$ cat config.mk
export PLATFORM = sky130hd
export DESIGN_NAME = fifo_serial_tx
export DESIGN_NICKNAME = d
export VERILOG_FILES = /design/src/rtl/fifo_serial_tx.sv
export SDC_FILE = /design/constraint.sdc
export NUM_CORES = 1
export LEC_CHECK = 0
export ABC_AREA = 0
export ABC_CLOCK_PERIOD_IN_PS = 1900
export CORE_MARGIN = 4
export CORE_UTILIZATION = 30
export DETAILED_ROUTE_END_ITERATION = 6
export REMOVE_ABC_BUFFERS = 1
export SYNTH_ARGS = -nofsm -noshare
export SYNTH_HDL_FRONTEND = slang
export SYNTH_SLANG_ARGS = --single-unit
$ cat constraint.sdc
create_clock -name clk -period 1.9 [get_ports clk]
set_clock_uncertainty 0.2 [all_clocks]
set_input_delay 0.38 -clock clk [delete_from_list [all_inputs] [get_ports clk]]
set_output_delay 0.38 -clock clk [all_outputs]
set_load 0.03 [all_outputs]
$ cat src/rtl/fifo_serial_tx.sv
// Purpose : pops words from a register FIFO and sends each as a start/data(LSB first)/stop serial frame.
// Latency : tx drops on the pop edge; a frame takes (WIDTH+2)*CLKS_PER_BIT cycles, with the next pop possible in the first idle cycle.
// Backpress: pops only when idle and the FIFO is non-empty; otherwise the line idles high indefinitely.
module fifo_serial_tx #(
  parameter int WIDTH        = 4,
  parameter int CLKS_PER_BIT = 4
) (
  input  logic             clk,
  input  logic             res,
  input  logic             fifo_empty,
  input  logic [WIDTH-1:0] fifo_out,
  output logic             fifo_shift_out,
  output logic             tx,
  output logic             busy,
  output logic             frame_done
);

  localparam int TW = $clog2(CLKS_PER_BIT + 1);
  localparam int IW = $clog2(WIDTH + 1);

  typedef enum logic [1:0] {
    IDLE  = 2'd0,
    START = 2'd1,
    DATA  = 2'd2,
    STOP  = 2'd3
  } state_t;

  state_t           state, state_n;
  logic [TW-1:0]    timer, timer_n;
  logic [IW-1:0]    idx, idx_n;
  logic [WIDTH-1:0] shreg, shreg_n;
  logic             tx_q, tx_n;
  logic             done_q, done_n;
  logic             bit_end;
  logic             last_bit;

  // A bit period ends when the timer reaches its last count; with one
  // clock per bit this is always true and the timer never moves off zero.
  assign bit_end  = (timer == TW'(CLKS_PER_BIT - 1));
  assign last_bit = (idx == IW'(WIDTH - 1));

  // Pop only from idle, and never while reset is held, so a word is never
  // removed from the FIFO that the frame logic would then throw away.
  assign fifo_shift_out = (state == IDLE) & ~fifo_empty & ~res;
  assign busy           = (state != IDLE);
  assign tx             = tx_q;
  assign frame_done     = done_q;

  // State and datapath registers; reset forces the line high immediately.
  always_ff @(posedge clk or posedge res) begin
    if (res) begin
      state  <= IDLE;
      timer  <= '0;
      idx    <= '0;
      shreg  <= '0;
      tx_q   <= 1'b1;
      done_q <= 1'b0;
    end else begin
      state  <= state_n;
      timer  <= timer_n;
      idx    <= idx_n;
      shreg  <= shreg_n;
      tx_q   <= tx_n;
      done_q <= done_n;
    end
  end

  // Next-state logic; tx_n is the level of the bit being entered, so the
  // registered line changes exactly on the edge that starts each bit.
  always_comb begin
    state_n = state;
    timer_n = timer;
    idx_n   = idx;
    shreg_n = shreg;
    tx_n    = tx_q;
    done_n  = 1'b0;
    case (state)
      IDLE: begin
        tx_n = 1'b1;
        if (fifo_shift_out) begin
          shreg_n = fifo_out;
          timer_n = '0;
          idx_n   = '0;
          tx_n    = 1'b0;
          state_n = START;
        end
      end
      START: begin
        if (bit_end) begin
          timer_n = '0;
          idx_n   = '0;
          tx_n    = shreg[0];
          state_n = DATA;
        end else begin
          timer_n = timer + 1'b1;
        end
      end
      DATA: begin
        if (bit_end) begin
          timer_n = '0;
          shreg_n = shreg >> 1;
          if (last_bit) begin
            tx_n    = 1'b1;
            state_n = STOP;
          end else begin
            idx_n = idx + 1'b1;
            tx_n  = shreg_n[0];
          end
        end else begin
          timer_n = timer + 1'b1;
        end
      end
      STOP: begin
        if (bit_end) begin
          timer_n = '0;
          tx_n    = 1'b1;
          done_n  = 1'b1;
          state_n = IDLE;
        end else begin
          timer_n = timer + 1'b1;
        end
      end
      default: begin
        state_n = IDLE;
        tx_n    = 1'b1;
      end
    endcase
  end

endmodule
==> results of run 1 <==
-- cells in the mapped netlist --
library cell,n
dfrtp_1,13
ha_1,8
inv_1,7
nand2b_1,4
nor2_1,4
a21oi_1,3
mux2i_1,3
nor3_1,3
a22o_1,2
a22oi_1,2
mux2_2,2
o21ai_2,2
o2bb2ai_1,2
a211oi_1,1
a21oi_2,1
a21oi_4,1
and2_1,1
buf_6,1
dfstp_2,1
mux2_4,1
nand3_1,1
nand3_2,1
nand3b_1,1
nand3b_4,1
nor2b_1,1
nor3_2,1
nor3b_1,1
o21a_1,1
o21a_2,1
o21ai_0,1
o21ai_1,1
o31ai_4,1
-- state kept, by name, summed over array words and instances, names as in the netlist --
| register | cells |
|---|---|
| shreg | 4 |
| idx | 3 |
| timer | 3 |
| state | 2 |
| frame_done | 1 |
| tx | 1 |
-- cell type report --
class | count | area (sq um) | share of cell area (%)
Multi-Input combinational cell | 52 | 502 | 42.2
Clock buffer | 4 | 36.3 | 3.05
Inverter | 7 | 28.8 | 2.42
Sequential cell | 14 | 352 | 29.6
Tap cell | 31 | 38.8 | 3.26
Timing Repair Buffer | 27 | 231 | 19.5
-- logic make-up (layout without fill, tap and decap cells) --
family | Yosys count | after routing
compound gates | 19 | 19
fa+ha+maj | 8 | 8
buf+inv | 8 | 38
flops | 14 | 14
mux | 6 | 6
simple gates | 19 | 19
-- per-layer routing --
metal	track usage (%)	wire (um)
met1	13.8	813
met2	15.3	825
met3	4.40	65
met4	3.72	23
met5	0	0
-- timing repair --
item / CTS / global route
cloned: 0 / 0
setup endpoints to repair: 3 / 12
buffers inserted: 2 / 9
resized for setup: 4 / 12
pin swaps: 1 / 5
-- power breakdown --
| part | switching [uW] | internal (uW) | leakage (uW) |
|---|---|---|---|
| sequential | 68.5 | 426 | 0.000174 |
| combinational | 615 | 662 | 0.000366 |
| clock | 109 | 117 | 0.0000210 |
| total | 792 | 1210 | 0.000560 |
-- critical path, delay by kind of cell, from the launching register on --
| family | cells | cell delay, ns |
|---|---|---|
| flops | 1 | 0.41 |
| buf+inv | 3 | 0.29 |
| simple gates | 1 | 0.18 |
| fa+ha+maj | 1 | 0.16 |
-- through the flow --
step	util [%]	setup slack (ns)
detailed placement	37.1	0.0216
global route	43.5	-0.0869
CTS	39.4	-0.104
global placement	37.1	0.0437
finish	43.5	-0.0138
floorplan	-	-0.225
-- worst min path at each step --
stage,end,slack [ns],start
final,idx[1],0.31,idx[1]
after global routing,state[1],0.34,res
after CTS,state[1],0.28,res
after detailed placement,idx[2],0.29,idx[2]
after global placement,idx[2],0.27,idx[2]
after floorplan,frame_done,0.07,res
==> metrics.txt, run 1 <==
outcome complete, but fails checks; violated checks setup timing; TritonRoute pass-1 iters 2; DR vias/cell 4.73; antenna violations before repair 0; Max IR drop VDD 1.02 mV; placed inst area 0.00101 sq mm; reg2reg end tx; Worst Hold Slack 0.310 ns; Initial Utilization 31.0%; period utilisation layout 101%; CTS tree built; initial detailed-routing violation count 4; DPL Wire Length 1260 um; Synth Area in Compound Gates 19.2%; average size of a mapped cell 11.4 sq um; Site Rows 19; Final nets 120; Arr. time, crit path 1.33 ns; Crit Path Class reg -> out; vias in the first global route 619; commonest non-fill, non-tap cell in the layout buf_4; power density cells 1680 mW/mm^2; CP Launch Point state[1]; yosys warns 0; gpl congestion 0.768; Design Area, Final 0.00119 sq mm; top cell type's share of synthesized area 38.4%; Startpoint Class flop; H-tree Lvls 1; Mapped Cells 74; XOR/XNOR Fraction of Synth Area 0%; largest net degree at the start of global routing 9; biggest area consumer among synthesized cells dfrtp_1; CTS Buffer Depth 2; max-cap viol count 0; fin. max-slew vios 0; Final ANT Viol Nets 0; Setup TNS -0.0138 ns; reg2reg start state[1]; Reg2Reg Setup Slack 0.04 ns; Seq/Total Area, Yosys 41.5%; minimum clock period 1.91 ns; critical path peak fanout 3; final worst slack -0.0138 ns; maximum clock rate 523 MHz; RSZ-0062 raised after global routing true; top cells by area, synth dfrtp_1 (38%), ha_1 (12%), mux2i_1 (3.5%), dfstp_2 (3.1%), inv_1 (3.1%); CP Data Required Time 1.32 ns; die width 61.1 um; post-synthesis mux area share 7.98%; Synth Area in Adders 11.8%; Hold-fix buffers, CTS 0; wire per inst 12.8 um; Vias 638; diode count 0; PortBufs 10; final hold viol count 0; Synth Cell Area 847 sq um; fillers 251; I/O pins 11; Synth Area in Simple Gates 15.1%; Clock transition at path regs 0.09 ns; HP Class reg -> reg; Worst Setup EP fifo_shift_out; Post-Route WL 1730 um; LEAKAGE 0.000560 uW; Worst Tran Pin Value 0.316 ns; DRC Markers 0; total grt overflow 0; Yosys reg bits 14; final setup fails 1; most frequent cells in the layout buf_4 (17), dfrtp_1 (13), clkdlybuf4s50_1 (6); DP Cell Count 120; first-pass GRT wire length 2770 um; Hold Crit Depth 1; Area Growth Syn to Fin 40.3%; clock root buffer clkbuf_4; Die Footprint 0.00374 sq mm; Worst R2R Path Depth 6; Clk Latency, worst-skew pair 0.29 ns; post-synth cell types 32; Pwr Total 2000 uW; CP cell instances inv_2, ha_4, inv_4, nor3_4, buf_6; Worst setup EP type primary output; CTS sink count 14; Largest stage delay, worst path 0.41 ns; Inserted Clock Buffers 3; share of layout cells above drive strength 1 42.3%; Layout Cells excl Fill 135; Core Area 0.00273 sq mm; Slew Limit Headroom 78.9%; main combinational cell family by area after synthesis compound AO/OA/AOI/OAI gates; Die Y 61.1 um; Total GRT Usage 10.4%; slowest stage cell on the critical path dfrtp_1
No activity file was read; power rests on OpenSTA's default activity.
==> run 2: changes to the inputs <==
Settings changed: PLACE_DENSITY from default to 0.57.
==> run 2 against run 1 <==
Net effect:
- the flow still finishes with violations (setup timing)
- final area shrank 7.1%
- clock-buffer cell count is the same
- sequential power grew 2%
- total power shrank 8.9%
- global-route usage shrank 0.24 points
- first-iteration DRC count grew to 2.8 times the previous value
- sequential cell count is the same
- largest cell class unchanged
==> metrics.txt, run 2 (same netlist as run 1, synthesis figures left out) <==
clock root buffer clkbuf_4; Clk Latency, worst-skew pair 0.29 ns (about the same); Final nets 114 (-5.0%); min-delay src idx[2]; reg2reg start state[0]; Sw Ratio 40.9% (+1.3 points); H-tree Lvls 1 (unchanged); CTS tree built; largest net degree at the start of global routing 9 (unchanged); Core Area 0.00273 sq mm (unchanged); CP Data Required Time 1.32 ns (about the same); die width 61.1 um (unchanged); Layout Cells excl Fill 129 (-4.4%); Reg power frac 27.7% (+2.9 points); Worst Hold Path EP idx[2]; TritonRoute pass-1 iters 4 (+2); Reg2Reg Setup Slack 0.02 ns (-0.02 ns); Hold-fix buffers, CTS 0 (unchanged); P_int 1070 uW (-11%); Arr. time, crit path 1.37 ns (+0.04 ns); Slew Limit Headroom 79.7% (+0.81 points); Area Growth Syn to Fin 30.4%; DR vias/cell 4.74 (+0.22%); clock power share 10.2% (-1.1 points); total grt overflow 0 (unchanged); RSZ-0062 raised after global routing true; fillers 257 (+2.4%); Clock transition at path regs 0.10 ns (about the same); final worst slack -0.0511 ns (-0.0373 ns); Max IR drop VDD 0.906 mV (-11%); Largest Register shreg; final setup fails 1 (unchanged); diode count 0 (unchanged); initial detailed-routing violation count 11 (+7); Post-Route Utilization 40.4% (-3.1 points); reg2reg end idx[0]; Worst setup EP type primary output; I/O pins 11 (unchanged); CTS Buffer Depth 2 (unchanged); fin. max-slew vios 0 (unchanged); antenna violations before repair 0 (unchanged); wire per inst 12.4 um (-3.3%); commonest non-fill, non-tap cell in the layout dfrtp_1; most frequent cells in the layout dfrtp_1 (13), buf_4 (12), clkdlybuf4s50_1 (7); share of layout cells above drive strength 1 34.7% (-7.6 points); Net Sw Power 744 uW (-6.0%); top flop regs shreg x4, idx x3, timer x3; DRC Markers 0 (unchanged); period utilisation layout 103% (+2.0 points); Startpoint Class flop; Initial Utilization 31.0% (unchanged); minimum clock period 1.95 ns (+0.0373 ns); Setup TNS -0.0511 ns (-0.0373 ns); logic gate share of total power 62.1% (-1.8 points); PortBufs 10 (unchanged); max-cap viol count 0 (unchanged); Die Y 61.1 um (unchanged); Total GRT Usage 10.2% (-0.24 points); Vias 611 (-4.2%); DP Cell Count 121 (+0.83%); Worst Tran Pin Value 0.303 ns (-0.0126 ns); CTS sink count 14 (unchanged); Hold Crit Depth 1 (unchanged); Worst R2R Path Depth 6 (unchanged); vias in the first global route 619 (unchanged); final hold viol count 0 (unchanged); Die Footprint 0.00374 sq mm (unchanged); LEAKAGE 0.000505 uW (-9.9%); Final ANT Viol Nets 0 (unchanged); power density cells 1650 mW/mm^2 (-2.0%); gpl congestion 0.811 (+5.7%); critical path peak fanout 4 (+1); Inserted Clock Buffers 3 (unchanged); Crit Path Class reg -> out; maximum clock rate 513 MHz (-1.9%); HP Class reg -> reg; outcome complete, but fails checks; violated checks setup timing; pre-CTS setup slack 0.0298 ns (+0.00822 ns); DPL Wire Length 1220 um (-3.4%); max reg flops 4 (unchanged); Post-Route WL 1600 um (-7.6%); first-pass GRT wire length 2740 um (-1.2%); Site Rows 19 (unchanged)
[run 2: final cells by class]
cell class	count	area [sq um]	area share (%)
Clock buffer	4	26.3	2.38
Inverter	7	28.8	2.60
Multi-Input combinational cell	52	479	43.4
Sequential cell	14	352	31.8
Tap cell	31	38.8	3.51
Timing Repair Buffer	21	180	16.3
[run 2: critical path, cell delays in order (launching register included)]
cell and delay (ns):
dfrtp_1 0.43, inv_2 0.11, ha_4 0.16, inv_4 0.04
nor3_4 0.17, buf_6 0.15
[run 2: through the flow]
| step | hold WS (ns) | total power, uW | cell area, sq um |
|---|---|---|---|
| floorplan | 0.0685 | 1240 | 836 |
| global placement | 0.273 | 1520 | 1020 |
| detailed placement | 0.274 | 1540 | 1020 |
| CTS | 0.296 | 1760 | 1070 |
| global route | 0.323 | 1990 | 1100 |
| finish | 0.290 | 1820 | 1100 |
[run 2: repair_timing]
item / CTS / global route
pin swaps: 1 / 3
setup buffers: 1 / 3
resized for setup: 5 / 5
endpoints found under the setup margin: 3 / 7
[run 2: worst max path at each step]
stage | endpoint | start | cells past startpoint
finish | fifo_shift_out | state[0] | 5
global route | fifo_shift_out | state[0] | 5
CTS | fifo_shift_out | state[0] | 5
detailed placement | fifo_shift_out | fifo_empty | 3
global placement | fifo_shift_out | fifo_empty | 3
floorplan | tx | state[0] | 6
[run 2: per-layer routing]
metal | vias up | global-route usage, % | wire length (um)
met3 | 2 | 3.77 | 57
met2 | 10 | 15.0 | 732
met4 | 0 | 3.72 | 10
met1 | 284 | 13.7 | 796
li1 | 315 | - | -
met5 | - | 0 | 0
[run 2: power by group through the flow]
stage | combinational (uW) | sequential (uW) | clock [uW]
floorplan | 726 | 518 | 0
global placement | 1020 | 503 | 0
detailed placement | 1030 | 506 | 0
CTS | 1060 | 504 | 192
global route | 1260 | 523 | 208
finish | 1130 | 503 | 186
==> run 3: changes to the inputs <==
Settings changed: CORE_ASPECT_RATIO from default to 1.25.
==> run 3 against run 2 <==
Net effect:
- the flow now finishes without violations
- sequential share of layout area fell by 1.3 points
- setup slack improved by 0.060 ns
- clock-buffer cell count is the same
- cell count rose by 5.4%
- hold slack improved by 0.0072 ns
- critical path type unchanged
- non-clock buffer count rose by 4
- via count increased by 1.6%
- register-to-register slack better by 0.05 ns
- clock power grew 19%
==> metrics.txt, run 3 (same netlist as run 1, synthesis figures left out) <==
critical path peak fanout 3 (-1); RSZ-0062 raised after global routing true; TritonRoute pass-1 iters 3 (-1); Setup TNS 0 ns (+0.0511 ns); reg2reg end idx[0]; initial detailed-routing violation count 7 (-4); outcome complete, no violations; share of layout cells above drive strength 1 38.2% (+3.5 points); Reg2Reg Setup Slack 0.07 ns (+0.05 ns); vias in the first global route 636 (+2.7%); LEAKAGE 0.000531 uW (+5.3%); Site Rows 21 (+2); CTS sink count 14 (unchanged); Worst Tran Pin Value 0.301 ns (-0.00262 ns); I/O pins 11 (unchanged); min-delay src idx[1]; fillers 276 (+7.4%); Slew Limit Headroom 79.9% (+0.17 points); largest net degree at the start of global routing 9 (unchanged); Largest Register shreg; Vias 621 (+1.6%); diode count 0 (unchanged); Inserted Clock Buffers 3 (unchanged); Hold Crit Depth 1 (unchanged); buffers and inverters on the worst path 3 (unchanged); Core Area 0.00271 sq mm (-1.0%); Worst Hold Path EP idx[1]; Area Growth Syn to Fin 36.0%; clock root buffer clkbuf_4; minimum clock period 1.89 ns (-0.0602 ns); area occupied by multi-input gates 479 sq um (unchanged); top flop regs shreg x4, idx x3, timer x3; slowest stage cell on the critical path dfrtp_1; final hold viol count 0 (unchanged); H-tree Lvls 1 (unchanged); Startpoint Class flop; commonest non-fill, non-tap cell in the layout buf_4; Max IR drop VDD 0.628 mV (-31%); Die Footprint 0.00374 sq mm (+0.15%); max-cap viol count 0 (unchanged); Post-Route WL 1730 um (+8.6%); DRC Markers 0 (unchanged); Final nets 118 (+3.5%); Hold-fix buffers, CTS 0 (unchanged); Worst R2R Path Depth 6 (unchanged); FF+latch area 352 sq um (unchanged); met1 wire length 768 um (-3.5%); CTS tree built; DR vias/cell 4.57 (-3.6%); Clock transition at path regs 0.09 ns (about the same); maximum clock rate 529 MHz (+3.2%); Clk Latency, worst-skew pair 0.28 ns (about the same); wire per inst 12.7 um (+3.0%); CP cell instances inv_2, ha_4, inv_4, nor3_4, buf_6; most frequent cells in the layout buf_4 (15), dfrtp_1 (13), clkdlybuf4s50_1 (7); CTS Buffer Depth 2 (unchanged); Crit Path Class reg -> out; Initial Utilization 31.3% (+0.32 points); fin. max-slew vios 0 (unchanged); Largest stage delay, worst path 0.42 ns (about the same); period utilisation layout 99.5% (-3.2 points); Max Used Layer met4; DPL Wire Length 1310 um (+7.8%); PortBufs 10 (unchanged); die width 55.5 um (-9.2%); max reg flops 4 (unchanged); HP Class reg -> reg; Total GRT Usage 10.2% (-0.045 points); antenna violations before repair 0 (unchanged); total grt overflow 0 (unchanged); reg2reg start idx[0]; power density cells 1680 mW/mm^2 (+1.9%); CP Data Required Time 1.32 ns (about the same); Die Y 67.4 um (+10%); Final ANT Viol Nets 0 (unchanged); Arr. time, crit path 1.31 ns (-0.06 ns); routed wl met2 874 um (+19%); pre-CTS setup slack 0.0294 ns (-0.000414 ns); final setup fails 0 (-1); first-pass GRT wire length 2900 um (+6.0%); gpl congestion 0.746 (-8.1%); final worst slack 0.00908 ns (+0.0602 ns); wire length on met3 40 um (-30%); Worst setup EP type primary output; CP delay by family, top flip-flops
## run 3: changes by cell type in the layout (fill, tap and decap cells not counted)
cell | previous run | this run
buf_6 | 1 | 2
clkbuf_1 | 1 | 0
buf_4 | 12 | 15
clkbuf_8 | 0 | 1
## run 3: repair_timing
item                                    CTS  global route
buffers inserted                          1             6
gates resized for setup                   9             2
endpoints found under the setup margin    3            10
pin swaps                                 2             1
## run 3: per-stage QoR
stage          total power [uW]  util [%]  instance area [sq um]  instances  hold WS, ns
2_1_floorplan              1240         -                    836         73       0.0685
3_3_place_gp               1530      38.2                   1030        125        0.273
3_5_place_dp               1550      38.2                   1030        125        0.278
4_1_cts                    1840      40.7                   1100        130        0.304
5_1_grt                    2090      42.6                   1150        136        0.334
6_report                   1930      42.6                   1150        136        0.297
## run 3: worst max path at each step
stage,startpoint,endpoint,slack (ns),cells past startpoint
floorplan,state[0],tx,-0.23,6
global placement,state[0],idx[0],0.05,6
detailed placement,state[0],idx[0],0.03,6
CTS,state[0],fifo_shift_out,-0.02,5
global route,state[0],fifo_shift_out,-0.06,5
finish,state[1],fifo_shift_out,0.009,5
## run 3: worst reg2reg max path: cells and delay by family, from the launching register on
family                     cells  cell delay (ns)
DFF                            1             0.41
adders and majority gates      2             0.39
and+or+nand+nor                1             0.17
AOI/OAI and AO/OA              3             0.56
## run 3: metal layers
layer  vias to the layer above  global-route usage, %
met5                         -                      0
met4                         0                   7.29
met3                         4                   1.15
met2                         9                   16.9
met1                       290                   12.3
li1                        318                      -
## run 3: final cells by class
cell class | instances | area share [%]
Multi-Input combinational cell | 52 | 41.6
Sequential cell | 14 | 30.5
Timing Repair Buffer | 25 | 18.6
Tap cell | 34 | 3.69
Clock buffer | 4 | 3.15
Inverter | 7 | 2.50
## run 3: report_power, final
part / total (uW) / internal (uW) / leakage (uW) / switching (uW)
clock: 222 / 117 / 0.0000210 / 105
combinational: 1210 / 620 / 0.000337 / 589
sequential: 502 / 427 / 0.000174 / 75.3
